## src/rtl/mem_lsu_if.sv

```systemverilog
// Command, memory and completion signals of the load/store unit, bundled so the
// unit and its environment share one definition. state: IDLE=0 BEAT0=1 BEAT1=2 DONE=3.
interface mem_lsu_if;
  typedef struct packed {
    logic        valid;
    logic [31:0] addr;
    logic [31:0] data;
    logic [3:0]  do_read;
    logic [3:0]  do_write;
  } memory_io_req;

  typedef struct packed {
    logic        valid;
    logic [31:0] addr;
    logic [31:0] data;
  } memory_io_rsp;

  // Handshakes: a command transfers on a rising edge with cmd_valid && cmd_ready;
  // a memory beat completes on a rising edge with mem_req.valid && mem_rsp.valid.
  logic         cmd_valid;
  logic         cmd_ready;
  logic         cmd_is_store;
  logic [1:0]   cmd_size;
  logic         cmd_unsigned;
  logic [31:0]  cmd_addr;
  logic [31:0]  cmd_wdata;
  memory_io_req mem_req;
  memory_io_rsp mem_rsp;
  logic         done_valid;
  logic [31:0]  done_rdata;
  logic         done_err;
  logic [1:0]   state;

  modport master (
    output cmd_valid, cmd_is_store, cmd_size, cmd_unsigned, cmd_addr, cmd_wdata, mem_rsp,
    input  cmd_ready, mem_req, done_valid, done_rdata, done_err, state
  );

  modport slave (
    input  cmd_valid, cmd_is_store, cmd_size, cmd_unsigned, cmd_addr, cmd_wdata, mem_rsp,
    output cmd_ready, mem_req, done_valid, done_rdata, done_err, state
  );
endinterface

```

## src/rtl/mem_lsu.sv

```systemverilog
// Load/store unit: turns byte/half/word accesses at any alignment into one or two
// aligned 32-bit memory beats, with per-beat timeout and load extension.
module mem_lsu #(
  parameter int TIMEOUT_CYCLES = 16,
  parameter bit SIGN_EXT_EN    = 1'b1
) (
  input logic      clk,
  input logic      reset_n,
  mem_lsu_if.slave bus
);
  typedef enum logic [1:0] {IDLE = 2'd0, BEAT0 = 2'd1, BEAT1 = 2'd2, DONE = 2'd3} state_t;

  state_t       state_q, state_d;
  logic         is_store_q, unsigned_q, err_q;
  logic [1:0]   size_q, off_q;
  logic [29:0]  addr_q;
  logic [7:0]   mask_q;
  logic [63:0]  wdata_q, rbuf_q;
  logic [7:0]   wait_q;

  logic         accept, rsp_hit, timeout, sext;
  logic [7:0]   base_mask;
  logic [31:0]  shifted, result;

  logic         ready, req_valid, dv, de;
  logic [31:0]  req_addr, req_data, dr;
  logic [3:0]   req_rd, req_wr;

  assign accept  = bus.cmd_valid && ready;
  assign rsp_hit = bus.mem_rsp.valid;
  assign timeout = (wait_q == 8'(TIMEOUT_CYCLES - 1));

  always_ff @(posedge clk or negedge reset_n) begin
    if (!reset_n) state_q <= IDLE;
    else          state_q <= state_d;
  end

  always_comb begin
    state_d = state_q;
    case (state_q)
      IDLE:  if (accept) state_d = (bus.cmd_size == 2'b11) ? DONE : BEAT0;
      BEAT0: begin
        if (rsp_hit)      state_d = (mask_q[7:4] != 4'h0) ? BEAT1 : DONE;
        else if (timeout) state_d = DONE;
      end
      BEAT1: if (rsp_hit || timeout) state_d = DONE;
      DONE:  state_d = IDLE;
      default: state_d = IDLE;
    endcase
  end

  always_comb begin
    case (bus.cmd_size)
      2'b00:   base_mask = 8'h01;
      2'b01:   base_mask = 8'h03;
      2'b10:   base_mask = 8'h0F;
      default: base_mask = 8'h00;
    endcase
  end

  always_ff @(posedge clk or negedge reset_n) begin
    if (!reset_n) begin
      is_store_q <= 1'b0;
      unsigned_q <= 1'b0;
      err_q      <= 1'b0;
      size_q     <= 2'b00;
      off_q      <= 2'b00;
      addr_q     <= '0;
      mask_q     <= '0;
      wdata_q    <= '0;
      rbuf_q     <= '0;
      wait_q     <= '0;
    end else begin
      case (state_q)
        IDLE: if (accept) begin
          is_store_q <= bus.cmd_is_store;
          unsigned_q <= bus.cmd_unsigned;
          size_q     <= bus.cmd_size;
          off_q      <= bus.cmd_addr[1:0];
          addr_q     <= bus.cmd_addr[31:2];
          mask_q     <= base_mask << bus.cmd_addr[1:0];
          wdata_q    <= {32'h0, bus.cmd_wdata} << {bus.cmd_addr[1:0], 3'b000};
          rbuf_q     <= '0;
          wait_q     <= '0;
          err_q      <= (bus.cmd_size == 2'b11);
        end
        BEAT0, BEAT1: begin
          // A response wins over a timeout expiring on the same edge.
          if (rsp_hit) begin
            wait_q <= '0;
            if (!is_store_q) begin
              if (state_q == BEAT0) rbuf_q[31:0]  <= bus.mem_rsp.data;
              else                  rbuf_q[63:32] <= bus.mem_rsp.data;
            end
          end else if (timeout) begin
            err_q  <= 1'b1;
            wait_q <= '0;
          end else begin
            wait_q <= wait_q + 8'd1;
          end
        end
        default: ;
      endcase
    end
  end

  assign shifted = 32'(rbuf_q >> {off_q, 3'b000});
  assign sext    = SIGN_EXT_EN && !unsigned_q;

  always_comb begin
    case (size_q)
      2'b00:   result = {{24{sext & shifted[7]}},  shifted[7:0]};
      2'b01:   result = {{16{sext & shifted[15]}}, shifted[15:0]};
      default: result = shifted;
    endcase
  end

  always_comb begin
    ready     = 1'b0;
    req_valid = 1'b0;
    req_addr  = '0;
    req_data  = '0;
    req_rd    = '0;
    req_wr    = '0;
    dv        = 1'b0;
    de        = 1'b0;
    dr        = '0;
    case (state_q)
      IDLE:  ready = reset_n;
      BEAT0: begin
        req_valid = 1'b1;
        req_addr  = {addr_q, 2'b00};
        req_data  = wdata_q[31:0];
        req_rd    = is_store_q ? 4'h0 : mask_q[3:0];
        req_wr    = is_store_q ? mask_q[3:0] : 4'h0;
      end
      BEAT1: begin
        req_valid = 1'b1;
        req_addr  = {addr_q, 2'b00} + 32'd4;
        req_data  = wdata_q[63:32];
        req_rd    = is_store_q ? 4'h0 : mask_q[7:4];
        req_wr    = is_store_q ? mask_q[7:4] : 4'h0;
      end
      DONE: begin
        dv = 1'b1;
        de = err_q;
        dr = (err_q || is_store_q) ? 32'h0 : result;
      end
      default: ;
    endcase
  end

  assign bus.cmd_ready        = ready;
  assign bus.mem_req.valid    = req_valid;
  assign bus.mem_req.addr     = req_addr;
  assign bus.mem_req.data     = req_data;
  assign bus.mem_req.do_read  = req_rd;
  assign bus.mem_req.do_write = req_wr;
  assign bus.done_valid       = dv;
  assign bus.done_rdata       = dr;
  assign bus.done_err         = de;
  assign bus.state            = state_q;
endmodule

```

## src/flat_wrapper.sv

```systemverilog
// flat-port wrapper written by rule: the top's interface ports become plain ports
module mem_lsu_flat 
#(
  parameter int TIMEOUT_CYCLES = 16,
  parameter bit SIGN_EXT_EN    = 1'b1
)
  (clk, reset_n, bus_cmd_valid, bus_cmd_is_store, bus_cmd_size, bus_cmd_unsigned, bus_cmd_addr, bus_cmd_wdata, bus_mem_rsp, bus_cmd_ready, bus_mem_req, bus_done_valid, bus_done_rdata, bus_done_err, bus_state);
  mem_lsu_if bus_i ();
  input logic clk;
  input logic reset_n;
  input wire logic [$bits(bus_i.cmd_valid)-1:0] bus_cmd_valid;
  input wire logic [$bits(bus_i.cmd_is_store)-1:0] bus_cmd_is_store;
  input wire logic [$bits(bus_i.cmd_size)-1:0] bus_cmd_size;
  input wire logic [$bits(bus_i.cmd_unsigned)-1:0] bus_cmd_unsigned;
  input wire logic [$bits(bus_i.cmd_addr)-1:0] bus_cmd_addr;
  input wire logic [$bits(bus_i.cmd_wdata)-1:0] bus_cmd_wdata;
  input wire logic [$bits(bus_i.mem_rsp)-1:0] bus_mem_rsp;
  output wire logic [$bits(bus_i.cmd_ready)-1:0] bus_cmd_ready;
  output wire logic [$bits(bus_i.mem_req)-1:0] bus_mem_req;
  output wire logic [$bits(bus_i.done_valid)-1:0] bus_done_valid;
  output wire logic [$bits(bus_i.done_rdata)-1:0] bus_done_rdata;
  output wire logic [$bits(bus_i.done_err)-1:0] bus_done_err;
  output wire logic [$bits(bus_i.state)-1:0] bus_state;
  assign bus_i.cmd_valid = bus_cmd_valid;
  assign bus_i.cmd_is_store = bus_cmd_is_store;
  assign bus_i.cmd_size = bus_cmd_size;
  assign bus_i.cmd_unsigned = bus_cmd_unsigned;
  assign bus_i.cmd_addr = bus_cmd_addr;
  assign bus_i.cmd_wdata = bus_cmd_wdata;
  assign bus_i.mem_rsp = bus_mem_rsp;
  assign bus_cmd_ready = bus_i.cmd_ready;
  assign bus_mem_req = bus_i.mem_req;
  assign bus_done_valid = bus_i.done_valid;
  assign bus_done_rdata = bus_i.done_rdata;
  assign bus_done_err = bus_i.done_err;
  assign bus_state = bus_i.state;
  mem_lsu #(.TIMEOUT_CYCLES(TIMEOUT_CYCLES), .SIGN_EXT_EN(SIGN_EXT_EN)) u_core (.clk(clk), .reset_n(reset_n), .bus(bus_i));
endmodule
```

## config.mk

```make
export PLATFORM = sky130hd
export DESIGN_NAME = mem_lsu_flat
export DESIGN_NICKNAME = d
export VERILOG_FILES = /design/src/rtl/mem_lsu_if.sv /design/src/rtl/mem_lsu.sv /design/src/flat_wrapper.sv
export SDC_FILE = /design/constraint.sdc
export NUM_CORES = 1
export LEC_CHECK = 0
export ABC_AREA = 1
export CORE_ASPECT_RATIO = 0.9
export CORE_MARGIN = 1.5
export CORE_UTILIZATION = 40
export CTS_BUF_LIST = sky130_fd_sc_hd__clkbuf_2
export DETAILED_ROUTE_END_ITERATION = 16
export HOLD_SLACK_MARGIN = 0.08
export PLACE_DENSITY = 0.68
export SETUP_SLACK_MARGIN = 0.02
export SYNTH_ARGS = -nofsm -noshare
export SYNTH_HDL_FRONTEND = slang
export SYNTH_SLANG_ARGS = --single-unit
```

## constraint.sdc

```tcl
create_clock -name clk -period 2 [get_ports clk]
set_input_delay 0.4 -clock clk [delete_from_list [all_inputs] [get_ports clk]]
set_output_delay 0.4 -clock clk [all_outputs]
set_load 0.05 [all_outputs]
```

Word level (Yosys, flattened, before mapping)
Cells that the tools add are included.
{"block": "classes", "bitwise": 2, "reduce_logical": 16, "shifts": 3, "eq_ne": 17, "addsub": 2, "mux": 37}
{"cell": "two-way mux 64 bit", "count": 3}
{"cell": "case mux 32 bit (2 select lines)", "count": 3}
{"cell": "two-way mux 32 bit", "count": 4}
{"cell": "case mux 64 bit (2 select lines)", "count": 1}
{"cell": "left shift 32 x 5 -> 64 bit", "count": 1}
{"cell": "right shift 64 x 5 -> 32 bit", "count": 1}
{"cell": "adder 32 x 3 -> 32 bit, second input constant", "count": 1}
{"cell": "two-way mux 8 bit", "count": 3}
{"cell": "two-way mux 4 bit", "count": 4}
{"cell": "case mux 4 bit (2 select lines)", "count": 2}
{"cell": "case mux 8 bit (2 select lines)", "count": 1}
{"cell": "case mux 4 bit (3 select lines)", "count": 1}
{"cell": "two-way mux 2 bit", "count": 5}
{"cell": "!= test 2 x 1 -> 1 bit, second input constant", "count": 5}
{"cell": "AND reduction 5 bit", "count": 2}
{"cell": "adder 8 x 1 -> 8 bit, second input constant", "count": 1}
{"cell": "== test 2 bit, second input constant", "count": 4}
{"cell": "== test 8 x 4 -> 1 bit, second input constant", "count": 1}
{"cell": "two-way mux 1 bit", "count": 8}
{"cell": "case mux 2 bit (4 select lines)", "count": 1}
{"cell": "left shift 4 x 2 -> 8 bit", "count": 1}
{"cell": "== test 2 x 1 -> 1 bit, second input constant", "count": 3}
{"cell": "zero test 2 bit", "count": 3}
{"cell": "!= test 2 bit, second input constant", "count": 3}
{"cell": "12 further kinds", "count": 15}
{"block": "totals", "reg_bits": 183, "elab_cells": 89, "out_inout_bits": 110, "in_bits": 136}

Logic depth before layout (Yosys ltp)
Gate-level depths: netlist of the first run.
{"block": "depth", "depth_word": 5, "ltp_mapped": 10, "mapped_depth_nobuf": 9}

Least setup slack after synthesis of the first run
Ideal clock, no wire load.
{"block": "synth_timing", "path_type": "reg2out", "start": "register u_core.state_q[0] (netlist: u_core.bus.state[0])", "end": "output bus_mem_req[44]", "setup_slack_ns": -1.227, "arrival_time_ns": 2.827, "required_ns": 1.600, "n_path_buf": 1, "stages_incl_launch_ff": 8, "cell_sequence": "dfrtp_1 inv_1 ha_1 nand2_1 inv_2 buf_2 nand2_1 o21ai_0"}
{"block": "synth_between", "elab_chain_cells": 2, "elab_cells_between_ends": 3, "cone_classes": "eq/ne (2); mux (1)"}
{"item": "start, declared", "line": "mem_lsu.sv:13", "source": "state_t state_q, state_d;"}
{"item": "start signal, assigned", "line": "mem_lsu.sv:35", "source": "else state_q <= state_d;"}
{"item": "== test 2 bit or == test 2 x 1 -> 1 bit (tied branches)", "line": "mem_lsu.sv:128", "source": "case (state_q)"}
{"item": "case mux 32 bit (2 select lines) (*)", "line": "mem_lsu.sv:128"}
{"item": "end, declared", "line": "flat_wrapper.sv:19", "source": "output wire logic [$bits(bus_i.mem_req)-1:0] bus_mem_req;"}
Mark *: on every way between the ends. The rest lies on a longest branch, timed or not.

Final worst setup path of the first run
{"block": "layout_timing", "start": "register u_core.off_q[0]", "end": "output bus_done_rdata[31]"}
{"block": "layout_between", "elab_chain_cells": 5, "elab_cells_between_ends": 6, "cone_classes": "shift (1); mux (3); bitwise (2)"}
{"item": "start, declared", "line": "mem_lsu.sv:15", "source": "logic [1:0] size_q, off_q;"}
{"item": "start signal, assigned", "line": "mem_lsu.sv:79", "source": "off_q <= bus.cmd_addr[1:0];"}
{"item": "right shift 64 x 5 -> 32 bit (*)", "line": "mem_lsu.sv:107", "source": "assign shifted = 32'(rbuf_q >> {off_q, 3'b000});"}
{"item": "AND 1 bit, on equally long branches", "line": "mem_lsu.sv:113, mem_lsu.sv:112"}
{"item": "case mux 32 bit (2 select lines) (*)", "line": "mem_lsu.sv:111", "source": "case (size_q)"}
{"item": "two-way mux 32 bit (*)", "line": "mem_lsu.sv:147", "source": "dr = (err_q || is_store_q) ? 32'h0 : result;"}
{"item": "two-way mux 32 bit (*)", "line": "mem_lsu.sv:128"}
{"item": "end, declared", "line": "flat_wrapper.sv:21", "source": "output wire logic [$bits(bus_i.done_rdata)-1:0] bus_done_rdata;"}
Marks and branches as above.

==> out/metrics.yaml, run 1 <==
run_status:
  run_status: "finished with violations"
  violations: "negative setup slack"
cells_and_area:
  drive_gt1_share_pct: 36.07
  final_cells: 2047
  nets: 1877
  area_growth_pct: 75.81
  final_common_cell: "nand2_1"
  fillers: 1691
  layout_common_cells: "389 x nand2_1, 162 x dfrtp_1, 116 x inv_1"
  postLayoutCellArea_um2: 17000
synthesis:
  synth_edf_count: 0
  synth_area_leaders: "dfrtp_1 43%, nand2_1 19%, o21ai_0 7.6%"
  ys_ff_latch: 166
  syn_area_um2: 9671
  yosys_warnings: 0
  synthArstFlopShare_pct: 100.0
  yosysTopAreaCellShare_pct: 42.96
  ys_seq_area_share_pct: 42.96
  synth_area_per_cell_um2: 6.967
  synth_area_leader_cell: "dfrtp_1"
  synthFlopType: "dfrtp_1"
  yosys.cell_types.count: 40
  synthCells: 1388
detailed_routing:
  drt_first_pass_iters: 6
  via_per_inst: 5.487
  wl_mm: 38.20
  drcViolationCount: 0
  wl_per_cell_um: 18.66
  postRouteAntennaNets: 0
  drtIter0Drc: 998
  via_count: 11230
cts:
  htreeDepth: 4
  path_clk_slew_ps: 270
  cts-root-buf: "clkbuf_2"
  clk_latency_ps: 790
  cts_made_buffers: 17
  clkSinkCount: 166
  cts_tree: "done"
  cts_buffer_depth: 2
pwr:
  vdd_ir_drop_max_v: 0.001262
  p_per_area_nw_per_um2: 1715
  finalPower_uw: 29150
  leakage_uw: 0.007368
timing:
  finalWorstSetupSlack_ps: -880.2
  maxSlewHeadroom_pct: 44.08
  worst_pin_slew_ps: 838.8
  post-route-min-period_ps: 2880
  skew_ps: 33.45
  drv_slew: 0
  max_freq_mhz: 347.2
  grt_setup_unrepaired: "true"
  setup_violations: 170
  finalHoldViolations: 0
  finalCritPeriodShare_pct: 144.0
grt:
  antenna_found_initial: 1
  grt_usage_pct: 28.46
  grt_max_degree: 65
  overflow: 0
  grt_pass1_vias: 10560
  grt_pass1_wl_mm: 55.90
floorplanning:
  core-area_um2: 23540
  dieWidth_um: 166.9
  start_util_pct: 41.08
  fp.dieH_um: 150.5
  io_pins: 246
  dieArea_um2: 25120
  num_rows: 53
placement:
  place_ws_ps: -145.0
  gp_congestion: 0.8996
  placed_cell_area_um2: 14690
  dp_cells: 1953
  io_buffers: 211
  place_hpwl_mm: 25.03
worst_hold_path:
  min_from: "bus_cmd_addr[16]"
  min_path_cells: 3
  hp-class: "in2reg"
worst_setup_path:
  critPathCaptureType: "output port"
  cp_max_fo: 8
  path_class: "reg2out"
  crit_path_start: "u_core.off_q[0]$_DFFE_PN0P_"
  critPathRequiredTime_ps: 1600
  reg2regPathDepth: 13
  startpoint_type: "flop"
  crit-reg2reg-launch: "u_core.bus.state[0]$_DFFE_PN0P_"
  cp.arrival_ps: 2480
flow_run:
  maxCapViolations: 0
critical path: stages (launching register included):
cell and delay [ps]:
dfrtp_2 530, buf_6 150, o211ai_1 240, nand3_1 170, nand3_4 180, nand2_8 150, nor2_4 150, buf_8 160
final timing paths:
kind	to	slack (ps)
max	bus_done_rdata[31]	-880
max in group asynchronous	u_core.addr_q[21]$_DFFE_PN0P_	910
max reg2reg	u_core.rbuf_q[50]$_DFFE_PN0P_	-350
min in group asynchronous	u_core.wdata_q[33]$_DFFE_PN0P_	350
min reg2reg	u_core.rbuf_q[31]$_DFFE_PN0P_	540
min	u_core.addr_q[14]$_DFFE_PN0P_	150
per-layer routing:
layer	track usage, %	wire length [um]	vias to the layer above
met5	0	0	-
met4	8.545	1102	0
met3	4.127	2775	93
met2	46.05	17950	518
met1	39.70	16370	5391
li1	-	-	5229
cell usage after synthesis (2+ instances only):
library cell / count
nand2_1: 484
dfrtp_1: 166
o21ai_0: 146
inv_1: 137
nor2_1: 102
nand3_1: 51
o21ai_1: 45
a21oi_1: 41
o22ai_1: 36
buf_2: 34
clkbuf_1: 31
o221ai_1: 23
ha_1: 10
buf_4: 8
nor3_1: 8
a211oi_1: 7
a31oi_1: 7
inv_2: 6
nand4_1: 5
o211ai_1: 5
buf_1: 4
o21bai_1: 4
or2_2: 4
nand2_2: 3
nor2_2: 3
buf_6: 2
nand3_2: 2
nand3b_1: 2
area by class of cell:
cell class | instances | area, um^2 | share of cell area [%]
inverters | 144 | 605.6 | 3.562
well taps | 302 | 377.9 | 2.223
repair inverters | 1 | 16.27 | 0.09567
repair buffers | 400 | 5136 | 30.21
diodes | 1 | 2.502 | 0.01472
clock buffers | 17 | 85.08 | 0.5004
flip-flops and latches | 166 | 4159 | 24.46
multi-input cells | 1001 | 6434 | 37.84
clock inverters | 15 | 185.2 | 1.089
flip-flops by register name, indices dropped and copies added (netlist names):
register,flops
u_core.addr_q,30
u_core.bus.state,2
u_core.err_q,1
u_core.is_store_q,1
u_core.mask_q,7
u_core.off_q,2
u_core.rbuf_q,56
u_core.size_q,2
u_core.unsigned_q,1
u_core.wait_q,8
u_core.wdata_q,56
cell families (layout without fill, tap and decap cells):
| family | after synthesis | in the layout | share of synthesized area (%) |
|---|---|---|---|
| AND/OR/NAND/NOR | 669 | 670 | 27.58 |
| adder cells (fa/ha/maj) | 10 | 10 | 1.294 |
| XOR/XNOR | 1 | 1 | 0.09058 |
| buffers and inverters | 223 | 577 | 9.587 |
| other | 1 | 3 | 0.03878 |
| flip-flops | 166 | 166 | 42.96 |
| AO/OA/AOI/OAI | 318 | 318 | 18.45 |
timing repair:
action / in CTS / in global routing
gates cloned: 5 / 15
setup endpoints to repair: 108 / 178
pin swaps: 56 / 43
setup buffers: 25 / 15
endpoints found under the hold margin: 172 / 0
hold buffers: 8 / 0
resized for setup: 220 / 159
power breakdown:
part,switching [uW],internal [uW],leakage (uW),total [uW]
Clock,1460,539,0.000153,2000
Sequential,1050,4710,0.00214,5760
Combinational,12300,9100,0.00508,21400
Total,14800,14300,0.00737,29100
through the flow:
step / util (%) / setup TNS (ps) / hold WS [ps]
after floorplan: - / -7466 / 104.4
after global placement: 62.41 / -2124 / 192.8
after detailed placement: 62.41 / -3750 / 196.0
after CTS: 68.59 / -83590 / 80.94
after global routing: 72.22 / -110870 / 84.87
final: 72.22 / -91260 / 149.2
Power figures use the tool's default switching activity.
==> run 2: changes to the inputs <==
Settings changed: CAP_MARGIN from default to 20, PLACE_DENSITY 0.68 to 0.65.
Clock period 2 ns to 3.45 ns, I/O delays scaled along.
==> out/metrics.yaml, run 2 (same netlist as run 1, synthesis figures left out) <==
cells_and_area:
  final_common_cell: "nand2_1"  # unchanged
  fillers: 2207  # was 1691
  area_growth_pct: 37.20  # was 75.81%
  reg_top3: "u_core.rbuf_q (56), u_core.wdata_q (56), u_core.addr_q (30)"  # unchanged
  postLayoutCellArea_um2: 13270  # was 17000 um^2
  final_cells: 1889  # was 2047
  layout_common_cells: "479 x nand2_1, 161 x dfrtp_1, 134 x inv_1"  # was 389 x nand2_1, 162 x dfrtp_1, 116 x inv_1
  nets: 1718  # was 1877
  drive_gt1_share_pct: 13.82  # was 36.07%
detailed_routing:
  via_count: 9958  # was 11.23k
  drtIter0Drc: 888  # was 998
  wl_per_cell_um: 16.61  # was 18.66 um
  via_per_inst: 5.272  # was 5.487
  wl_mm: 31.39  # was 38.20 mm
  drcViolationCount: 0  # unchanged
  drt_first_pass_iters: 6  # unchanged
  postRouteAntennaNets: 0  # unchanged
placement:
  placed_cell_area_um2: 12760  # was 14690 um^2
  place_hpwl_mm: 22.08  # was 25.03 mm
  place_ws_ps: 454.5  # was -145.0 ps
  dp_cells: 1842  # was 1953
  gp_congestion: 0.9476  # was 0.8996
  io_buffers: 211  # unchanged
timing:
  finalCritPeriodShare_pct: 95.65
  finalSetupTns_ps: 0  # was -91260 ps
  skew_ps: 26.98  # was 33.45 ps
  finalHoldViolations: 0  # unchanged
  worst_pin_slew_ps: 979.0  # was 838.8 ps
  setup_violations: 0  # was 170
  post-route-min-period_ps: 3300
  max_freq_mhz: 303.1
  grt_setup_unrepaired: "true"  # unchanged
  maxSlewHeadroom_pct: 34.73  # was 44.08%
  finalWorstSetupSlack_ps: 150.2  # was -880.2 ps
  drv_slew: 0  # unchanged
floorplanning:
  fp.dieH_um: 150.5  # unchanged
  dieArea_um2: 25120  # unchanged
  io_pins: 246  # unchanged
  start_util_pct: 41.08  # unchanged
  num_rows: 53  # unchanged
  core-area_um2: 23540  # unchanged
  dieWidth_um: 166.9  # unchanged
pwr:
  leakage_uw: 0.006034  # was 0.007368 uW
  finalPower_uw: 12100  # was 29150 uW
  p_per_area_nw_per_um2: 911.9  # was 1715 nW/um^2
  p_sw_uw: 6182  # was 14800 uW
  switching_share_pct: 51.10  # was 50.77%
  internal_power_uw: 5916  # was 14350 uW
  vdd_ir_drop_max_v: 0.0006839  # was 0.001262 V
  comb_power_share_pct: 63.5  # was 73.4%
  pwr-share-seq_pct: 27.6  # was 19.8%
  clock_power_share_pct: 9.0  # was 6.9%
cts:
  path_clk_slew_ps: 240  # was 270 ps
  htreeDepth: 4  # unchanged
  cts-root-buf: "clkbuf_2"  # unchanged
  clk_latency_ps: 740  # was 790 ps
  cts_tree: "done"  # unchanged
  cts_buffer_depth: 2  # unchanged
  cts_made_buffers: 17  # unchanged
  clkSinkCount: 166  # unchanged
worst_hold_path:
  hp-class: "in2async"  # was in2reg
grt:
  grt_max_degree: 167  # was 65
  grt_usage_pct: 24.90  # was 28.46%
  antenna_found_initial: 3  # was 1
  overflow: 0  # unchanged
  grt_pass1_wl_mm: 48.99  # was 55.90 mm
  grt_pass1_vias: 9340  # was 10.56k
worst_setup_path:
  cp.arrival_ps: 2610  # was 2480 ps
  path_cells: "inv_1, ha_4, buf_6, nand2_1, nor3_1, buf_12"  # was buf_6, o211ai_1, nand3_1, nand3_4, nand2_8, nor2_4, buf_8
  crit_slowest_cell: "dfrtp_1"  # was dfrtp_2
  startpoint_type: "flop"  # unchanged
  crit_family: "buffers and inverters"  # was simple AND/OR/NAND/NOR gates
  path_class: "reg2out"  # unchanged
  critPathRequiredTime_ps: 2760  # was 1600 ps
  critPathBufInv: 3  # was 2
  critPathCaptureType: "output port"  # unchanged
  cp_max_fo: 32  # was 8
  max_stage_delay_ps: 430  # was 530 ps
flow_run:
  maxCapViolations: 0  # unchanged
run_status:
  run_status: "completed"  # was finished with violations
[run 2: cell types whose count changed in the layout (fill, tap and decap cells not counted), moves of 26 or more]
cell / change
nand2_4: -26
o21ai_4: -34
o21ai_0: +56
nor2_1: +31
buf_4: -70
buf_6: -40
nor2_4: -36
nand2_2: -59
nand2_1: +90
[run 2: per-stage QoR]
step           utilization (%)  hold WS (ps)
5_1_grt                  56.35         76.72
4_1_cts                  55.79         98.66
6_report                 56.36         90.60
3_5_place_dp             54.19         474.0
3_3_place_gp             54.19         467.4
2_1_floorplan                -         394.4
[run 2: timing repair]
action / in CTS / in global routing
buffers inserted: 6 / 5
resized for setup: 35 / 32
pin swaps: 0 / 1
cloned: 1 / 1
endpoints found under the setup margin: 82 / 65
hold buffers: 0 / 0
hold endpoints to repair: 0 / 0
[run 2: worst paths after layout]
| check | slack, ps | endpoint | start | cells past startpoint |
|---|---|---|---|---|
| min in group clk | 360 | u_core.addr_q[1]$_DFFE_PN0P_ | reset_n | 4 |
| min | 90 | u_core.wait_q[0]$_DFFE_PN0P_ | reset_n | 2 |
| max reg2reg | 950 | u_core.wait_q[7]$_DFFE_PN0P_ | u_core.bus.state[1]$_DFFE_PN0P_ | 10 |
| max in group asynchronous | 2690 | u_core.addr_q[6]$_DFFE_PN0P_ | reset_n | 2 |
| max | 150 | bus_mem_req[3] | u_core.bus.state[1]$_DFFE_PN0P_ | 6 |
| min reg2reg | 520 | u_core.rbuf_q[1]$_DFFE_PN0P_ | u_core.rbuf_q[1]$_DFFE_PN0P_ | 2 |
[run 2: layout make-up]
cell class              count  area [um^2]  share of cell area, %
multi-input cells        1001         4712                  35.51
flip-flops and latches    166         4160                  31.36
repair buffers            241         3208                  24.18
inverters                 144        556.8                  4.197
well taps                 302        377.9                  2.848
clock inverters            14        152.6                  1.151
clock buffers              18        90.09                 0.6790
repair inverters            1        5.005                0.03772
diodes                      2        5.005                0.03772
[run 2: metal layers]
layer | part of all wire, % | wire length, um | track usage, %
met1 | 44 | 13860 | 33.00
met2 | 47 | 14720 | 41.09
met3 | 7.1 | 2234 | 5.731
met4 | 1.8 | 551 | 6.727
met5 | 0.076 | 24 | 0
[run 2: power by group through the flow]
stage / combinational (uW) / sequential, uW / clock [uW]
3_5_place_dp: 7300 / 3370 / 0
2_1_floorplan: 4630 / 3190 / 0
5_1_grt: 8280 / 3430 / 1190
6_report: 7680 / 3340 / 1080
3_3_place_gp: 7230 / 3340 / 0
4_1_cts: 7530 / 3320 / 1110
==> run 3: changes to the inputs <==
Settings changed: SETUP_SLACK_MARGIN 0.02 to default.
==> out/metrics.yaml, run 3 (same netlist as run 1, synthesis figures left out) <==
run_status:
  run_status: "completed"  # unchanged
worst_setup_path:
  max_stage_delay_ps: 430  # about the same
  critPathBufInv: 5  # was 3
  crit_slowest_cell: "dfrtp_1"  # unchanged
  startpoint_type: "flop"  # unchanged
  cp.arrival_ps: 2630  # was 2610 ps
  crit_family: "buffers and inverters"  # unchanged
  path_cells: "inv_1, ha_4, buf_6, nand2_4, inv_6, buf_4, nand2_1, o21ai_0, buf_12"  # was inv_1, ha_4, buf_6, nand2_1, nor3_1, buf_12
  cp_max_fo: 11  # was 32
  path_class: "reg2out"  # unchanged
  critPathCaptureType: "output port"  # unchanged
  critPathRequiredTime_ps: 2760  # about the same
timing:
  setup_violations: 0  # unchanged
  maxSlewHeadroom_pct: 35.16  # was 34.73%
  max_freq_mhz: 301.3  # was 303.1 MHz
  drv_slew: 0  # unchanged
  finalHoldViolations: 0  # unchanged
  finalCritPeriodShare_pct: 96.21  # was 95.65%
  finalWorstSetupSlack_ps: 130.8  # was 150.2 ps
  post-route-min-period_ps: 3319  # was 3300 ps
  worst_pin_slew_ps: 972.6  # was 979.0 ps
  finalSetupTns_ps: 0  # unchanged
  timing.hold.ws_ps: 84.05  # was 90.60 ps
  skew_ps: 26.36  # was 26.98 ps
detailed_routing:
  routed.top_layer: "met5"  # unchanged
  wl_met1_mm: 13.81  # was 13.86 mm
  dr_wl_met3_mm: 2.300  # was 2.234 mm
  wl_met2_mm: 14.68  # was 14.72 mm
  drcViolationCount: 0  # unchanged
  drtIter0Drc: 876  # was 888
  postRouteAntennaNets: 0  # unchanged
  via_per_inst: 5.298  # was 5.272
  wl_mm: 31.40  # was 31.39 mm
  via_count: 10010  # was 9958
  wl_per_cell_um: 16.62  # was 16.61 um
  drt_first_pass_iters: 9  # was 6
grt:
  grt_usage_pct: 24.90  # about the same
  grt_pass1_vias: 9337  # was 9340
  overflow: 0  # unchanged
  grt_max_degree: 167  # unchanged
  antenna_found_initial: 3  # unchanged
  grt_pass1_wl_mm: 49.00  # was 48.99 mm
cells_and_area:
  fillers: 2211  # was 2207
  area_growth_pct: 37.16  # was 37.20%
  drive_gt1_share_pct: 13.75  # was 13.82%
  nets: 1718  # unchanged
  final_common_cell: "nand2_1"  # unchanged
  fin_util_pct: 56.34  # was 56.36%
  layout_common_cells: "479 x nand2_1, 161 x dfrtp_1, 134 x inv_1"  # unchanged
  reg_top3: "u_core.rbuf_q (56), u_core.wdata_q (56), u_core.addr_q (30)"  # unchanged
floorplanning:
  dieArea_um2: 25120  # unchanged
  io_pins: 246  # unchanged
  core-area_um2: 23540  # unchanged
  fp.dieH_um: 150.5  # unchanged
  dieWidth_um: 166.9  # unchanged
  start_util_pct: 41.08  # unchanged
  num_rows: 53  # unchanged
cts:
  cts-root-buf: "clkbuf_2"  # unchanged
  path_clk_slew_ps: 240  # about the same
  clk_latency_ps: 750  # was 740 ps
  clkSinkCount: 166  # unchanged
  hold_buffers: 0  # unchanged
  cts_tree: "done"  # unchanged
  cts_made_buffers: 17  # unchanged
  htreeDepth: 4  # unchanged
  cts_buffer_depth: 2  # unchanged
placement:
  place_hpwl_mm: 22.08  # unchanged
  gp_congestion: 0.9476  # unchanged
  place_ws_ps: 454.5  # unchanged
  io_buffers: 211  # unchanged
pwr:
  p_per_area_nw_per_um2: 911.5  # was 911.9 nW/um^2
  leakage_uw: 0.006033  # was 0.006034 uW
  vdd_ir_drop_max_v: 0.0006840  # was 0.0006839 V
  finalPower_uw: 12090  # was 12100 uW
flow_run:
  maxCapViolations: 0  # unchanged
worst_hold_path:
  hp-class: "in2async"  # unchanged
## run 3: path summary, 6_finish.rpt
check | startpoint | to | slack, ps | cells past startpoint
max in group asynchronous | reset_n | u_core.addr_q[6]$_DFFE_PN0P_ | 2700 | 2
min reg2reg | u_core.rbuf_q[1]$_DFFE_PN0P_ | u_core.rbuf_q[1]$_DFFE_PN0P_ | 530 | 2
max reg2reg | u_core.bus.state[1]$_DFFE_PN0P_ | u_core.wait_q[7]$_DFFE_PN0P_ | 960 | 10
min in group clk | reset_n | u_core.addr_q[1]$_DFFE_PN0P_ | 360 | 4
max | u_core.bus.state[1]$_DFFE_PN0P_ | bus_mem_req[8] | 130 | 9
min | reset_n | u_core.wait_q[0]$_DFFE_PN0P_ | 80 | 2
## run 3: power breakdown
part	internal (uW)	switching (uW)	total (uW)
Sequential	2730	604	3340
Clock	345	741	1090
Combinational	2840	4830	7670
## run 3: per-stage QoR
step / std cells / instance area, um^2
6_report: 1889 / 13260
5_1_grt: 1888 / 13260
4_1_cts: 1881 / 13140
3_5_place_dp: 1842 / 12760
3_3_place_gp: 1842 / 12760
2_1_floorplan: 1389 / 9674
## run 3: repair_timing
item,in CTS,in global routing
gates cloned,1,1
pin swaps,0,1
setup buffers,6,5
gates resized for setup,32,32
setup endpoints to repair,80,57
## run 3: final cells by class
cell class / count / area (um^2) / share of cell area, %
repair inverters: 1 / 5.005 / 0.03773
multi-input cells: 1001 / 4708 / 35.50
repair buffers: 241 / 3208 / 24.19
clock buffers: 18 / 90.09 / 0.6792
well taps: 302 / 377.9 / 2.849
flip-flops and latches: 166 / 4160 / 31.36
inverters: 144 / 556.8 / 4.198
diodes: 2 / 5.005 / 0.03773
clock inverters: 14 / 152.6 / 1.151
## run 3: layer usage
layer | up-vias | GRT usage [%]
met4 | 4 | 6.727
met5 | - | 0
li1 | 4869 | -
met2 | 405 | 41.03
met3 | 50 | 5.731
met1 | 4679 | 33.04
